===== src/rtl/rpm_multiplier_seq.sv =====
// rpm_multiplier_seq
//   Iterative Russian-peasant (shift-add) multiplier. It retires one multiplier
//   bit per cycle and stops early once the remaining multiplier bits are zero.
//   Operands may be unsigned or two's complement, selected per operation.
//   The core multiplies magnitudes and applies the sign once at the end.
//
// Parameters
//   WIDTH      operand width in bits (>= 2); the product is 2*WIDTH bits
//   SIGNED_EN  1: in_signed is honoured; 0: every operation is unsigned
//
// Ports
//   clk        rising-edge clock
//   rst        synchronous reset, active-high
//   in_valid   operand pair presented by the producer
//   in_ready   operands accepted this cycle (high only in IDLE)
//   a          multiplicand
//   b          multiplier
//   in_signed  1: a and b are two's complement
//   out_valid  product valid, held until out_ready
//   out_ready  consumer accepts the product
//   product    result, two's complement for signed operations
//   busy       an operation is in RUN or DONE
module rpm_multiplier_seq #(
  parameter int WIDTH     = 8,
  parameter int SIGNED_EN = 1
) (
  input  logic                 clk,
  input  logic                 rst,
  input  logic                 in_valid,
  output logic                 in_ready,
  input  logic [WIDTH-1:0]     a,
  input  logic [WIDTH-1:0]     b,
  input  logic                 in_signed,
  output logic                 out_valid,
  input  logic                 out_ready,
  output logic [2*WIDTH-1:0]   product,
  output logic                 busy
);

  typedef enum logic [1:0] {
    S_IDLE,
    S_RUN,
    S_DONE
  } state_t;

  state_t               state_q;
  logic [2*WIDTH-1:0]   mc_q;
  logic [WIDTH-1:0]     mp_q;
  logic [2*WIDTH-1:0]   acc_q;
  logic                 neg_q;
  logic [2*WIDTH-1:0]   product_q;
  logic                 out_valid_q;
  logic                 in_ready_q;
  logic                 busy_q;

  logic                 sg;
  logic [WIDTH-1:0]     a_abs;
  logic [WIDTH-1:0]     b_abs;
  logic [2*WIDTH-1:0]   acc_d;
  logic                 last_d;

  // Operand conditioning for the load in IDLE. Negating the most negative
  // value wraps back to the same bit pattern, which read as unsigned is
  // exactly its magnitude 2^(WIDTH-1).
  always_comb begin
    sg    = (SIGNED_EN != 0) && in_signed;
    a_abs = (sg && a[WIDTH-1]) ? ('0 - a) : a;
    b_abs = (sg && b[WIDTH-1]) ? ('0 - b) : b;
  end

  // One shift-add step; the step is final once no set multiplier bits remain
  // above the one being consumed now.
  always_comb begin
    acc_d  = mp_q[0] ? (acc_q + mc_q) : acc_q;
    last_d = (mp_q[WIDTH-1:1] == '0);
  end

  always_ff @(posedge clk) begin
    if (rst) begin
      state_q     <= S_IDLE;
      mc_q        <= '0;
      mp_q        <= '0;
      acc_q       <= '0;
      neg_q       <= 1'b0;
      product_q   <= '0;
      out_valid_q <= 1'b0;
      in_ready_q  <= 1'b1;
      busy_q      <= 1'b0;
    end else begin
      case (state_q)
        S_IDLE: begin
          if (in_valid) begin
            mc_q       <= {{WIDTH{1'b0}}, a_abs};
            mp_q       <= b_abs;
            acc_q      <= '0;
            neg_q      <= sg && (a[WIDTH-1] ^ b[WIDTH-1]);
            in_ready_q <= 1'b0;
            busy_q     <= 1'b1;
            state_q    <= S_RUN;
          end
        end

        S_RUN: begin
          mc_q  <= mc_q << 1;
          mp_q  <= mp_q >> 1;
          acc_q <= acc_d;
          if (last_d) begin
            // A zero magnitude negates to zero, so no negative zero appears.
            product_q   <= neg_q ? ('0 - acc_d) : acc_d;
            out_valid_q <= 1'b1;
            state_q     <= S_DONE;
          end
        end

        S_DONE: begin
          if (out_ready) begin
            out_valid_q <= 1'b0;
            in_ready_q  <= 1'b1;
            busy_q      <= 1'b0;
            state_q     <= S_IDLE;
          end
        end

        default: begin
          out_valid_q <= 1'b0;
          in_ready_q  <= 1'b1;
          busy_q      <= 1'b0;
          state_q     <= S_IDLE;
        end
      endcase
    end
  end

  assign in_ready  = in_ready_q;
  assign out_valid = out_valid_q;
  assign product   = product_q;
  assign busy      = busy_q;

endmodule


===== config.mk =====
export PLATFORM = sky130hd
export DESIGN_NAME = rpm_multiplier_seq
export DESIGN_NICKNAME = d
export VERILOG_FILES = /design/src/rtl/rpm_multiplier_seq.sv
export SDC_FILE = /design/constraint.sdc
export NUM_CORES = 1
export LEC_CHECK = 0
export BUFFER_PORTS_ARGS = -buffer_cell sky130_fd_sc_hd__buf_2
export CORE_MARGIN = 4
export CORE_UTILIZATION = 50
export CTS_CLUSTER_SIZE = 10
export DETAILED_ROUTE_END_ITERATION = 12
export PLACE_DENSITY_LB_ADDON = 0.1
export SLEW_MARGIN = 30
export SYNTH_ARGS = -nofsm -noshare
export SYNTH_HDL_FRONTEND = slang
export SYNTH_SLANG_ARGS = --single-unit

===== constraint.sdc =====
create_clock -name clk -period 6.63 [get_ports clk]
set_input_delay 0.663 -clock clk [delete_from_list [all_inputs] [get_ports clk]]
set_output_delay 0.663 -clock clk [all_outputs]
set_load 0.05 [all_outputs]

=== Word-level counts from Yosys, hierarchy flattened ===
Index checks and enable logic that the tools add are counted.

* Add/subtract/negate cells: 4
* $mul: 0
* Divide/modulo/power cells: 0
* Magnitude comparators: 0
* Equal/unequal tests: 5
* Shift-type cells: 0
* Multiplexer cells: 22
* Bitwise gates (word level): 3
* Reduce and logical (&&, ||, !) cells: 12

{| class="wikitable"
|+ Operators with widths
! kind !! count
|-
| two-way mux 16 bit || 4
|-
| case mux 16 bit (2 select lines) || 2
|-
| two-way mux 8 bit || 3
|-
| adder 16 bit || 1
|-
| case mux 8 bit (2 select lines) || 1
|-
| subtractor 1 x 16 -> 16 bit (first input constant) || 1
|-
| subtractor 1 x 8 -> 8 bit (first input constant) || 2
|-
| case mux 1 bit (3 select lines) || 3
|-
| AND reduction 3 bit || 3
|-
| zero test 7 bit || 1
|-
| two-way mux 2 bit || 3
|-
| != test 2 bit (second input constant) || 3
|-
| case mux 2 bit (3 select lines) || 1
|-
| AND reduction 2 bit || 3
|-
| two-way mux 1 bit || 5
|-
| logical AND 1 bit || 3
|-
| equality test 2 x 1 -> 1 bit (second input constant) || 1
|-
| equality test 2 bit (second input constant) || 1
|-
| zero test 2 bit || 1
|-
| NOT 1 bit || 2
|-
| nonzero test 2 bit || 1
|-
| XOR 1 bit || 1
|}

* Register bits after elaboration: 62
* Bits in latches: 0
* Bits in writable memories: 0
* ROM bits: 0
* Input port bits: 21
* Output and inout bits: 19
* Logic and storage cells: 55
* Memories: 0

=== Longest topological paths before layout ===
* Depth in word-level cells: 4
* Depth in mapped cells: 11

=== Worst setup path after synthesis ===
No wires, ideal clock.

* Path type: reg2reg
* From: register mc_q[0]
* To: register product_q[15], in the netlist product[15]
* Arrival time: 2.884 ns
* Required time: 6.506 ns
* Setup slack: 3.623 ns
* Cell stages (with the launch flop): 12
* Buffers on the path: 0
* Path through: dfxtp_1 ha_1 fa_1 a211oi_1 o211a_1 nor4b_1 a211oi_1 nand3_1 nor3_1 nand4b_1 a211oi_1 nor3_1

* Word-level cells in the longest chain between the ends: 4

{| class="wikitable"
|+ Ends and longest elaborated chain
! element !! RTL line !! RTL
|-
| start: declaration || 47 || <nowiki>logic [2*WIDTH-1:0] mc_q;</nowiki>
|-
| start signal: assignment || 93 || <nowiki>mc_q <= {{WIDTH{1'b0}}, a_abs};</nowiki>
|-
| start signal: assignment || 104 || <nowiki>mc_q <= mc_q << 1;</nowiki>
|-
| adder 16 bit (*) || 74 || <nowiki>acc_d = mp_q[0] ? (acc_q + mc_q) : acc_q;</nowiki>
|-
| two-way mux 16 bit (*) || 74 ||
|-
| subtractor 1 x 16 -> 16 bit || 109 || <nowiki>product_q <= neg_q ? ('0 - acc_d) : acc_d;</nowiki>
|-
| two-way mux 16 bit (*) || 109 ||
|-
| end signal: assignment || 109 ||
|-
| end: declaration || 51 || <nowiki>logic [2*WIDTH-1:0] product_q;</nowiki>
|}

Mark *: on every way between the ends. The rest lies on a longest branch, timed or not.
A chain may end at the register's enable or synchronous reset.

=== Final worst setup path ===
* From: register mp_q[0]
* To: register product_q[11], in the netlist product[11]

* Word-level cells in the longest chain between the ends: 3

{| class="wikitable"
|+ Ends and longest elaborated chain
! element !! RTL line !! RTL
|-
| start: declaration || 48 || <nowiki>logic [WIDTH-1:0] mp_q;</nowiki>
|-
| start signal: assignment || 94 || <nowiki>mp_q <= b_abs;</nowiki>
|-
| start signal: assignment || 105 || <nowiki>mp_q <= mp_q >> 1;</nowiki>
|-
| two-way mux 16 bit (*) || 74 ||
|-
| subtractor 1 x 16 -> 16 bit || 109 ||
|-
| two-way mux 16 bit (*) || 109 ||
|}

Marks and branches as above.

==> qor.txt <==
Status - finished, final reports clean
Starting DRC count in detailed routing - 250
Area Growth Syn to Fin - 9.57%
Final Skew - 0.0123 ns
Post-DP Area - 4100 sq um
Residual DRC - 0
NetSw - 0.321 mW
Vias per Instance - 5.81
Clk buf depth - 2
Cells on worst reg2reg path - 8
Setup CP Type - flip-flop to flip-flop
Cts repair resizes - 0
Vias in the first global route - 3307
Root Driver - clkbuf_8
Net count after synthesis - 540
Io pins - 40
CP startpoint - mp_q[0]
Post-route clock period utilization - 0.546
Maxcap violations - 0
DP Worst Slack - 3.05 ns
Final setup fails - 0
Dominant synthesized flop cell - dfxtp_1
DRT Pass-1 Iters - 5
Register-to-register setup slack - 3.01 ns
Core area - 7410 sq um
Diodes inserted - 0
Max-slew violations - 0
Die H - 96.1 um
Flop pwr share - 0.459
Worst-path fanout max - 25
Most frequent cells in the layout - nand2_1, dfxtp_1, nor2_1
Gate Count Post-Synth - 500
Top cell type's share of synthesized area - 0.320
Syn Area/Cell - 7.76 sq um
Critical R2R Launch - mp_q[0]
Fraction of layout cells with a size suffix above 1 - 0.133
Clock Latency Late Sink - 0.34 ns
Commonest non-fill, non-tap cell in the layout - nand2_1
Clock power share - 0.302
Setup TNS - 0 ns
Number of flops mapped to enable cells by yosys - 0
Setup crit start kind - flip-flop
GRT Total Usage - 0.215
Hold Path Sink - product[6]
Cts hold-fix bufs - 0
Sw frac - 0.352
Clock Sinks - 62
Hold Path Origin - product[6]
Max-slew headroom - 0.414
Clk slew on worst S/H paths - 0.07 ns
Worst hold stages - 2
Reg2reg end - product[11]
F_max - 276 MHz
Power per cell area - 214 nW/um^2
Unrepaired setup endpoints after global routing - no
Synth warnings - 0
Worst-margin pin slew - 0.878 ns
DP HPWL - 6450 um
Critical Path AT - 3.89 ns
Total power - 0.911 mW
Nets - 569
Register bit total from synthesis - 62
Initial Util - 0.524
Worst setup slack after layout - 3.01 ns
Nature of the critical path endpoint - flip-flop
GPL Wtd Cong - 0.911
Final Hold Fails - 0
Synth area leader - dfxtp_1
Fillers - 733
Worst min path class - flip-flop to flip-flop
Int Pwr - 0.591 mW
Ys async rst share - 0
ANT nets after route - 0
FP Rows - 31
Post-Route WL - 9270 um
Final instance area - 4250 sq um
Register area share after synthesis - 0.320
Cell variety after synth - 64
DR WL/cell - 14.7 um
Leak Pwr - 1.68 nW
Total CTS buffers - 9
H-Tree Depth - 3
Fin crit period - 3.62 ns
VDD IR-drop max - 0.137 mV
Die width - 96.1 um
Synthesized area - 3880 sq um
Via Count - 3671
Gr ovfl total - 0
Setup Fix Bufs, Post-CTS - 0
Largest net degree at the start of global routing - 64
Initial antenna violation count - 0
Global-route wire length before repair - 15700 um
Die ar. - 9240 sq um
Port bufs - 39
CP Data Required Time - 6.90 ns
Logic pwr share - 0.239
Area contributors post-synth - dfxtp_1, a21oi_1, nand2_1
TritonCTS clock tree - yes
## cells by family after synthesis
group / count (synthesis) / share of synthesized area
AND/OR/NAND/NOR: 202 / 0.243
AO/OA/AOI/OAI: 148 / 0.250
flip-flops: 62 / 0.320
buffers and inverters: 36 / 0.0464
XOR/XNOR: 26 / 0.0587
adder cells (fa/ha/maj): 19 / 0.0632
multiplexers: 7 / 0.0187
## through the flow
| stage | std cells | util | hold WS, ns |
|---|---|---|---|
| after floorplan | 500 | - | 0.440 |
| after global placement | 617 | 0.553 | 0.435 |
| after detailed placement | 617 | 0.553 | 0.442 |
| after CTS | 632 | 0.574 | 0.452 |
| after global routing | 632 | 0.574 | 0.478 |
| final | 632 | 0.574 | 0.448 |
## layout make-up
cell class	count	area (sq um)	area share
clock buffers	10	128	0.0300
clock inverters	5	27.5	0.00647
well taps	99	124	0.0291
inverters	10	37.5	0.00883
repair buffers	44	233	0.0547
multi-input cells	402	2460	0.579
flip-flops and latches	62	1240	0.292
## sequential cells by signal, indices dropped and copies added, names as in the netlist
register / cells
state_q: 2
mp_q: 8
in_ready: 1
busy: 1
out_valid: 1
product: 16
neg_q: 1
acc_q: 16
mc_q: 16
## cells in the mapped netlist (9+ instances only)
library cell,count
ha_1,18
o21ai_0,14
a22oi_1,10
nand2_1,64
xor2_1,13
a31oi_1,14
dfxtp_1,62
a21oi_1,58
inv_1,9
nor3_1,14
xnor2_1,13
a211oi_1,10
nor2_1,61
clkbuf_1,16
nand3_1,22
## worst max-delay path: stages (launching register included)
cell	delay [ns]
dfxtp_1	0.89
clkinv_1	0.70
a21oi_1	0.52
nand3_1	0.19
o41a_1	0.54
o31ai_1	0.30
xnor2_1	0.17
nand2_1	0.07
a21oi_1	0.17
## worst max path at each step
stage	end	slack, ns
floorplan	product[15]	3.62
global placement	product[13]	3.19
detailed placement	product[11]	3.05
CTS	product[11]	3.07
global route	product[14]	2.51
finish	product[11]	3.01
## power by group through the flow
stage                     sequential, mW  clock, mW  combinational (mW)
after floorplan                    0.454          0               0.139
after global placement             0.425          0               0.216
after detailed placement           0.426          0               0.218
after CTS                          0.418      0.286               0.218
after global routing               0.422      0.298               0.241
final                              0.418      0.276               0.218
## per-layer routing
layer  track usage  up-vias  part of all wire
li1              -     1880                 -
met1         0.303     1687              0.50
met3        0.0383       11             0.048
met4        0.0782        0             0.013
met2         0.325       93              0.43
met5             0        -                 0
Note: power is estimated with default switching activity, not from simulation.
